[src/rtl/alu_pkg.sv]
// Shared encodings for the ALU control path: ALUControl codes, ARM cmd/cond fields,
// NZCV bit positions and the issue controller's state type.
package alu_pkg;

  localparam logic [3:0] ALU_ADD = 4'b0000;
  localparam logic [3:0] ALU_SUB = 4'b0001;
  localparam logic [3:0] ALU_AND = 4'b0010;
  localparam logic [3:0] ALU_ORR = 4'b0011;
  localparam logic [3:0] ALU_EOR = 4'b0100;
  localparam logic [3:0] ALU_MVN = 4'b0101;
  localparam logic [3:0] ALU_ASR = 4'b0111;
  localparam logic [3:0] ALU_LSL = 4'b1000;
  localparam logic [3:0] ALU_LSR = 4'b1001;

  localparam logic [3:0] CMD_AND = 4'b0000;
  localparam logic [3:0] CMD_EOR = 4'b0001;
  localparam logic [3:0] CMD_SUB = 4'b0010;
  localparam logic [3:0] CMD_ADD = 4'b0100;
  localparam logic [3:0] CMD_TST = 4'b1000;
  localparam logic [3:0] CMD_CMP = 4'b1010;
  localparam logic [3:0] CMD_ORR = 4'b1100;
  localparam logic [3:0] CMD_MOV = 4'b1101;
  localparam logic [3:0] CMD_MVN = 4'b1111;

  localparam logic [3:0] COND_EQ = 4'b0000;
  localparam logic [3:0] COND_NE = 4'b0001;
  localparam logic [3:0] COND_CS = 4'b0010;
  localparam logic [3:0] COND_CC = 4'b0011;
  localparam logic [3:0] COND_MI = 4'b0100;
  localparam logic [3:0] COND_PL = 4'b0101;
  localparam logic [3:0] COND_VS = 4'b0110;
  localparam logic [3:0] COND_VC = 4'b0111;
  localparam logic [3:0] COND_HI = 4'b1000;
  localparam logic [3:0] COND_LS = 4'b1001;
  localparam logic [3:0] COND_GE = 4'b1010;
  localparam logic [3:0] COND_LT = 4'b1011;
  localparam logic [3:0] COND_GT = 4'b1100;
  localparam logic [3:0] COND_LE = 4'b1101;
  localparam logic [3:0] COND_AL = 4'b1110;

  localparam int FLAG_N = 3;
  localparam int FLAG_Z = 2;
  localparam int FLAG_C = 1;
  localparam int FLAG_V = 0;

  typedef enum logic [1:0] {
    ST_IDLE = 2'b00,
    ST_EXEC = 2'b01,
    ST_DONE = 2'b10
  } state_t;

  typedef struct packed {
    logic [3:0] ctrl;
    logic       illegal;
    logic       arith;     // C and V come from the ALU only for add/subtract
    logic       cmp_like;  // flag-only ops: no register write, flags always set
  } dec_t;

  function automatic dec_t decode_cmd(input logic [3:0] cmd, input logic [1:0] sh);
    dec_t d;
    d = '{ctrl: ALU_ADD, illegal: 1'b0, arith: 1'b0, cmp_like: 1'b0};
    case (cmd)
      CMD_ADD: begin d.ctrl = ALU_ADD; d.arith = 1'b1; end
      CMD_SUB: begin d.ctrl = ALU_SUB; d.arith = 1'b1; end
      CMD_CMP: begin d.ctrl = ALU_SUB; d.arith = 1'b1; d.cmp_like = 1'b1; end
      CMD_AND: d.ctrl = ALU_AND;
      CMD_TST: begin d.ctrl = ALU_AND; d.cmp_like = 1'b1; end
      CMD_ORR: d.ctrl = ALU_ORR;
      CMD_EOR: d.ctrl = ALU_EOR;
      CMD_MVN: d.ctrl = ALU_MVN;
      CMD_MOV: begin
        case (sh)
          2'b00:   d.ctrl = ALU_LSL;
          2'b01:   d.ctrl = ALU_LSR;
          2'b10:   d.ctrl = ALU_ASR;
          default: d.illegal = 1'b1;
        endcase
      end
      default: d.illegal = 1'b1;
    endcase
    return d;
  endfunction

endpackage

[src/rtl/cond_check.sv]
// ARM condition-code evaluator: decides whether an instruction executes given NZCV.
module cond_check
  import alu_pkg::*;
(
  input  logic [3:0] cond,
  input  logic [3:0] flags,
  output logic       pass,
  output logic       illegal
);

  logic w_n, w_z, w_c, w_v;

  assign w_n = flags[FLAG_N];
  assign w_z = flags[FLAG_Z];
  assign w_c = flags[FLAG_C];
  assign w_v = flags[FLAG_V];

  always_comb begin
    pass    = 1'b0;
    illegal = 1'b0;
    case (cond)
      COND_EQ: pass = w_z;
      COND_NE: pass = ~w_z;
      COND_CS: pass = w_c;
      COND_CC: pass = ~w_c;
      COND_MI: pass = w_n;
      COND_PL: pass = ~w_n;
      COND_VS: pass = w_v;
      COND_VC: pass = ~w_v;
      COND_HI: pass = w_c & ~w_z;
      COND_LS: pass = ~w_c | w_z;
      COND_GE: pass = (w_n == w_v);
      COND_LT: pass = (w_n != w_v);
      COND_GT: pass = ~w_z & (w_n == w_v);
      COND_LE: pass = w_z | (w_n != w_v);
      COND_AL: pass = 1'b1;
      default: illegal = 1'b1;
    endcase
  end

endmodule

[src/rtl/alu_issue_ctrl.sv]
// Issue/condition controller: accepts one decoded instruction, drives ALUControl,
// evaluates its condition against the NZCV register and reports writes in DONE.
module alu_issue_ctrl
  import alu_pkg::*;
(
  input  logic       clk,
  input  logic       rst_n,
  input  logic       in_valid,
  output logic       in_ready,
  input  logic [3:0] in_cond,
  input  logic [3:0] in_cmd,
  input  logic       in_s,
  input  logic [1:0] in_sh,
  output logic [3:0] alu_ctrl,
  input  logic [3:0] alu_flags,
  output logic [3:0] flags_q,
  output logic       out_valid,
  input  logic       out_ready,
  output logic       reg_write,
  output logic       flag_write,
  output logic       cond_ex,
  output logic       illegal
);

  state_t     r_state, w_next;
  logic [3:0] r_cond, r_cmd, r_flags, w_flags_nxt;
  logic       r_s;
  logic [1:0] r_sh;
  logic       r_reg_write, r_flag_write, r_cond_ex, r_illegal;
  dec_t       w_dec;
  logic       w_pass, w_cond_ill, w_illegal, w_fe, w_rw;

  assign w_dec = decode_cmd(r_cmd, r_sh);

  cond_check u_cond_check (
    .cond    (r_cond),
    .flags   (r_flags),
    .pass    (w_pass),
    .illegal (w_cond_ill)
  );

  assign w_illegal = w_cond_ill | w_dec.illegal;
  assign w_fe      = w_pass & ~w_illegal & (r_s | w_dec.cmp_like);
  assign w_rw      = w_pass & ~w_illegal & ~w_dec.cmp_like;
  assign flags_q   = r_flags;

  always_comb begin
    w_flags_nxt = r_flags;
    if (w_fe) begin
      w_flags_nxt[FLAG_N] = alu_flags[FLAG_N];
      w_flags_nxt[FLAG_Z] = alu_flags[FLAG_Z];
      if (w_dec.arith) begin
        w_flags_nxt[FLAG_C] = alu_flags[FLAG_C];
        w_flags_nxt[FLAG_V] = alu_flags[FLAG_V];
      end
    end
  end

  always_comb begin
    w_next     = r_state;
    in_ready   = 1'b0;
    out_valid  = 1'b0;
    alu_ctrl   = ALU_ADD;
    reg_write  = 1'b0;
    flag_write = 1'b0;
    cond_ex    = 1'b0;
    illegal    = 1'b0;
    case (r_state)
      ST_IDLE: begin
        in_ready = rst_n;
        if (in_valid) w_next = ST_EXEC;
      end
      ST_EXEC: begin
        alu_ctrl = w_dec.ctrl;
        cond_ex  = w_pass;
        illegal  = w_illegal;
        w_next   = ST_DONE;
      end
      ST_DONE: begin
        alu_ctrl   = w_dec.ctrl;
        out_valid  = 1'b1;
        reg_write  = r_reg_write;
        flag_write = r_flag_write;
        cond_ex    = r_cond_ex;
        illegal    = r_illegal;
        if (out_ready) w_next = ST_IDLE;
      end
      default: w_next = ST_IDLE;
    endcase
  end

  // Control state and architectural flags: cleared by reset, results latched at end of EXEC
  always_ff @(posedge clk or negedge rst_n) begin
    if (!rst_n) begin
      r_state      <= ST_IDLE;
      r_flags      <= 4'b0000;
      r_reg_write  <= 1'b0;
      r_flag_write <= 1'b0;
      r_cond_ex    <= 1'b0;
      r_illegal    <= 1'b0;
    end else begin
      r_state <= w_next;
      if (r_state == ST_EXEC) begin
        r_flags      <= w_flags_nxt;
        r_reg_write  <= w_rw;
        r_flag_write <= w_fe;
        r_cond_ex    <= w_pass;
        r_illegal    <= w_illegal;
      end
    end
  end

  // Instruction fields: captured only on accept, no reset needed
  always_ff @(posedge clk) begin
    if (r_state == ST_IDLE && in_valid) begin
      r_cond <= in_cond;
      r_cmd  <= in_cmd;
      r_s    <= in_s;
      r_sh   <= in_sh;
    end
  end

endmodule

[config.mk]
export PLATFORM = sky130hd
export DESIGN_NAME = alu_issue_ctrl
export DESIGN_NICKNAME = d
export VERILOG_FILES = /design/src/rtl/alu_pkg.sv /design/src/rtl/cond_check.sv /design/src/rtl/alu_issue_ctrl.sv
export SDC_FILE = /design/constraint.sdc
export NUM_CORES = 1
export LEC_CHECK = 0
export ABC_AREA = 1
export CORE_MARGIN = 3
export CORE_UTILIZATION = 45
export CTS_CLUSTER_SIZE = 28
export DETAILED_ROUTE_END_ITERATION = 16
export GPL_TIMING_DRIVEN = 0
export PLACE_DENSITY = 0.75
export SKIP_LAST_GASP = 1
export SLEW_MARGIN = 20
export SYNTH_ARGS = -nofsm -noshare
export SYNTH_HDL_FRONTEND = slang
export SYNTH_SLANG_ARGS = --single-unit
[constraint.sdc]
create_clock -name clk -period 3.6 [get_ports clk]
set_clock_uncertainty 0.15 [all_clocks]
set_input_delay 1.08 -clock clk [delete_from_list [all_inputs] [get_ports clk]]
set_output_delay 1.08 -clock clk [all_outputs]
set_load 0.005 [all_outputs]
==> results.md <==
| Step | Result | Reported |
| --- | --- | --- |
| timing | Final setup fails | 0 |
| drt | Via Count | 1205 |
| cts | H-tree depth reported by CTS | 1 |
| place | Total of buffers placed on input and output ports | 32 |
| place | Post-DP Area | 0.00173 mm^2 |
| die | Number of core rows | 19 |
| die | Core Box Area | 0.00283 mm^2 |
| logic synthesis | Flip-flop and latch count after synthesis | 21 |
| pwr | Total power density per cell area | 611 mW/mm^2 |
| pwr | Static leakage power | 0.000896 uW |
| setup path | Arrival @ worst endpoint | 2.22 ns |
| min path | Worst hold path type | flip-flop to flip-flop |
| die | Horiz. Die Dim | 61.3 um |
| drt | DRT Wirelength | 2760 um |
| drt | Per-cell routed wire length | 11.2 um |
| global routing | First-pass GRT wire length | 4500 um |
| timing | Achievable clock frequency | 290 MHz |
| logic synthesis | Top flip-flop cell by instance count after synthesis | sky130_fd_sc_hd__edfxtp_1 |
| cts | Maximum clock path buffer count | 2 |
| timing | Count of pins over their slew limit | 0 |
| drt | DRC Markers | 0 |
| die | Starting density of the core | 48.6% |
| global routing | Total congestion overflow after global routing | 0 |
| setup path | Worst Path Required | 2.37 ns |
| setup path | Worst-path cell with the longest stage delay | sky130_fd_sc_hd__clkdlybuf4s50_1 |
| cts | Count of hold-fix buffers inserted at cts | 0 |
| setup path | Reg2Reg Setup Slack | 1.92 ns |
| timing | Setup repair after global routing missed its margin | no |
| logic synthesis | Synthesis Warnings | 0 |
| setup path | Cell family with most CP delay | buffers and inverters |
| logic synthesis | Post-synthesis net count | 207 |
| final layout | Nets | 244 |
| global routing | Antenna violations before repair | 0 |
| cts | Clock latency on the worst-skew pair | 0.30 ns |
| setup path | Kind of start point of the critical path | flip-flop |
| logic synthesis | Syn avg cell area | 7.63 um^2 |
| timing | Minimum period implied by the final worst setup slack | 3.45 ns |
| logic synthesis | Leading post-synthesis cells by cell area | sky130_fd_sc_hd__edfxtp_1 (24%), sky130_fd_sc_hd__dfrtp_1 (18%), sky130_fd_sc_hd__nand2_1 (14%) |
| run | Total of max-cap violations | 0 |
| final layout | Final antenna diode count | 0 |
| drt | First-pass iteration count of the detailed router | 6 |
| logic synthesis | Area share of the largest cell type after synthesis | 24.0% |
| drt | Top routing layer in use | met4 |
| final layout | Fill cell instance count of the final layout | 250 |
| status | Result of the run | completed |
| cts | Clock-pin slew reported for the worst setup and hold paths after clock tree synthesis | 0.11 ns |
| pwr | Final Total Pwr | 1080 uW |
| cts | Post-CTS Repair Setup Buffers | 0 |
| logic synthesis | Post-synth top area cell | sky130_fd_sc_hd__edfxtp_1 |
| setup path | Crit path capture type | output port |
| final layout | Final Instance Area | 0.00176 mm^2 |
| final layout | Fraction of final layout cells with drive strength greater than 1 | 8.33% |
| drt | Met1 wire length | 1210 um |
| drt | Routed length on met3 | 154 um |
| final layout | Layout-stage area growth over the synthesis result | 28.1% |
| cts | Number of buffers created by CTS | 3 |
| logic synthesis | Syn Std Cell Area | 0.00137 mm^2 |
| cts | CTS tree | yes |
| die | Number of primary I/O pins | 33 |
| setup path | Max incr delay on CP | 0.51 ns |
| logic synthesis | Synth Instances | 180 |
| cts | Root buffer cell | sky130_fd_sc_hd__clkbuf_4 |
| setup path | CP Class | flip-flop to output port |
| global routing | Pin count of the biggest net entering global routing | 12 |
| place | Placed wire-length estimate | 2240 um |
| logic synthesis | Fraction of registers with async set/reset | 47.6% |
| pwr | Maximum vdd ir drop | 0.324 mV |
| timing | Setup TNS | 0 ns |
| die | Die area | 0.00375 mm^2 |
| die | Die height | 61.3 um |
| final layout | Area of the multi-input gates | 627 um^2 |
| setup path | Buf+Inv Stages, Crit Path | 3 |
| global routing | Vias in the first global route | 1108 |
| logic synthesis | Library cells used by synthesis | 27 |
| drt | DRC violation total after the first TritonRoute iteration | 50 |
| logic synthesis | Number of enable-type register cells in the synthesized netlist | 11 |
| cts | Clock sink count | 21 |
| timing | Transition time at the pin with the least slew margin | 0.497 ns |
| timing | Worst slew slack as a fraction of its limit | 66.9% |
| timing | Final Cycle Share | 95.7% |
| global routing | Global-route usage over all layers | 15.9% |
| logic synthesis | Sequential fraction of the synthesis area | 42.3% |
| drt | Count of antenna-violating nets left after detailed routing | 0 |
| setup path | Cell seen most often among critical-path stages | sky130_fd_sc_hd__nand2_1 |
| timing | Worst slack on hold paths | 0.383 ns |
| drt | Met2 routed wirelength | 1380 um |
| drt | Via count normalized by instance count | 4.88 |
| place | Placer Congestion | 0.769 |
| timing | Final count of hold timing violations | 0 |
| setup path | Cell-by-cell listing of the critical path | inv_1, nand2_1, nand2_1, nand2_1, nand2_1, nand2_1, nand2_1, inv_1, nand3_2, nand2_1, a21oi_1, clkdlybuf4s50_1 |
| setup path | CP Max Fanout | 6 |
| final layout | Register area | 581 um^2 |
-- cell type report --
type                    instances  share of cell area, %
repair buffers                 32                   18.2
plain buffers                   3                   1.35
clock buffers                   4                   1.49
inverters                      38                   8.11
flip-flops and latches         21                   33.0
well taps                      31                   2.20
multi-input cells             118                   35.6
-- synthesized netlist by cell type, types with 7 or more instances --
master / number
sky130_fd_sc_hd__edfxtp_1: 11
sky130_fd_sc_hd__nand2_1: 50
sky130_fd_sc_hd__a21oi_1: 7
sky130_fd_sc_hd__nand3_1: 10
sky130_fd_sc_hd__dfrtp_1: 10
sky130_fd_sc_hd__ha_1: 8
sky130_fd_sc_hd__o21ai_0: 7
sky130_fd_sc_hd__nor2_1: 15
sky130_fd_sc_hd__inv_1: 37
-- flip-flops by register name, summed over array words and instances (netlist names) --
register / count
flags_q: 4
r_cmd: 4
r_cond: 4
r_sh: 2
r_state: 2
r_cond_ex: 1
r_flag_write: 1
r_illegal: 1
r_reg_write: 1
r_s: 1
-- through the flow --
step                      worst slack [ns]  util, %  instances
final                                0.153     62.2        247
after global routing               0.00611     62.2        247
after CTS                           0.0842     62.1        247
after detailed placement            -0.190     61.3        243
after global placement              -0.156     61.3        243
after floorplan                       1.18        -        180
-- layout by cell type, fill, tap and decap left out --
| cell | n |
|---|---|
| sky130_fd_sc_hd__a21oi_1 | 7 |
| sky130_fd_sc_hd__a31oi_1 | 1 |
| sky130_fd_sc_hd__buf_2 | 1 |
| sky130_fd_sc_hd__buf_4 | 1 |
| sky130_fd_sc_hd__buf_6 | 1 |
| sky130_fd_sc_hd__clkbuf_1 | 1 |
| sky130_fd_sc_hd__clkbuf_4 | 3 |
| sky130_fd_sc_hd__clkdlybuf4s15_1 | 1 |
| sky130_fd_sc_hd__clkdlybuf4s50_1 | 31 |
| sky130_fd_sc_hd__dfrtp_1 | 10 |
| sky130_fd_sc_hd__edfxtp_1 | 11 |
| sky130_fd_sc_hd__ha_1 | 8 |
| sky130_fd_sc_hd__inv_1 | 37 |
| sky130_fd_sc_hd__inv_2 | 1 |
| sky130_fd_sc_hd__nand2_1 | 50 |
| sky130_fd_sc_hd__nand2_2 | 2 |
| sky130_fd_sc_hd__nand3_1 | 10 |
| sky130_fd_sc_hd__nand3_2 | 2 |
| sky130_fd_sc_hd__nand3_4 | 1 |
| sky130_fd_sc_hd__nand4_1 | 1 |
| sky130_fd_sc_hd__nor2_1 | 15 |
| sky130_fd_sc_hd__nor2_2 | 2 |
| sky130_fd_sc_hd__nor2_4 | 2 |
| sky130_fd_sc_hd__nor3_1 | 1 |
| sky130_fd_sc_hd__o211a_1 | 1 |
| sky130_fd_sc_hd__o21ai_0 | 7 |
| sky130_fd_sc_hd__o21ai_1 | 2 |
| sky130_fd_sc_hd__o21bai_1 | 1 |
| sky130_fd_sc_hd__o22ai_1 | 2 |
| sky130_fd_sc_hd__o31ai_1 | 1 |
| sky130_fd_sc_hd__or2_2 | 2 |
-- power by group --
| group | switching [uW] | internal, uW | leakage (uW) |
|---|---|---|---|
| logic | 303 | 254 | 0.000660 |
| registers | 70.8 | 336 | 0.000221 |
| clock network | 69.0 | 43.1 | 0.0000150 |
-- worst paths after layout --
path                                         start                      end  depth (start not counted)
max                            r_cond[1]$_DFFE_PP_                  cond_ex                         12
min                        r_reg_write$_DFFE_PN0P_  r_reg_write$_DFFE_PN0P_                          2
max reg2reg                    r_cond[1]$_DFFE_PP_   flags_q[1]$_DFFE_PN0P_                         13
min reg2reg                r_reg_write$_DFFE_PN0P_  r_reg_write$_DFFE_PN0P_                          2
max in group asynchronous                    rst_n    r_illegal$_DFFE_PN0P_                          1
min in group asynchronous                    rst_n   flags_q[2]$_DFFE_PN0P_                          1
-- repair_timing --
item,in CTS,in global routing
pin swaps,0,0
endpoints found under the setup margin,1,1
gates cloned,0,0
resized for setup,1,1
-- kinds of logic (layout without fill, tap and decap cells) --
group | after synthesis | in the layout | share of synthesized area, %
flip-flops | 21 | 21 | 42.3
AO/OA/AOI/OAI | 22 | 22 | 9.02
AND/OR/NAND/NOR | 88 | 88 | 29.3
buffers and inverters | 41 | 77 | 12.1
adder cells (fa/ha/maj) | 8 | 8 | 7.29
-- routing by layer --
layer / vias to the layer above / track usage [%]
met4: 0 / 5.57
met5: - / 0
met1: 540 / 19.6
met3: 2 / 2.52
met2: 30 / 27.9
li1: 633 / -
-- worst min-delay path, stage by stage (launching register included) --
cell	delay, ns
sky130_fd_sc_hd__dfrtp_1	0.39
sky130_fd_sc_hd__inv_1	0.05
sky130_fd_sc_hd__o22ai_1	0.06
(Power assumes the default switching activity.)
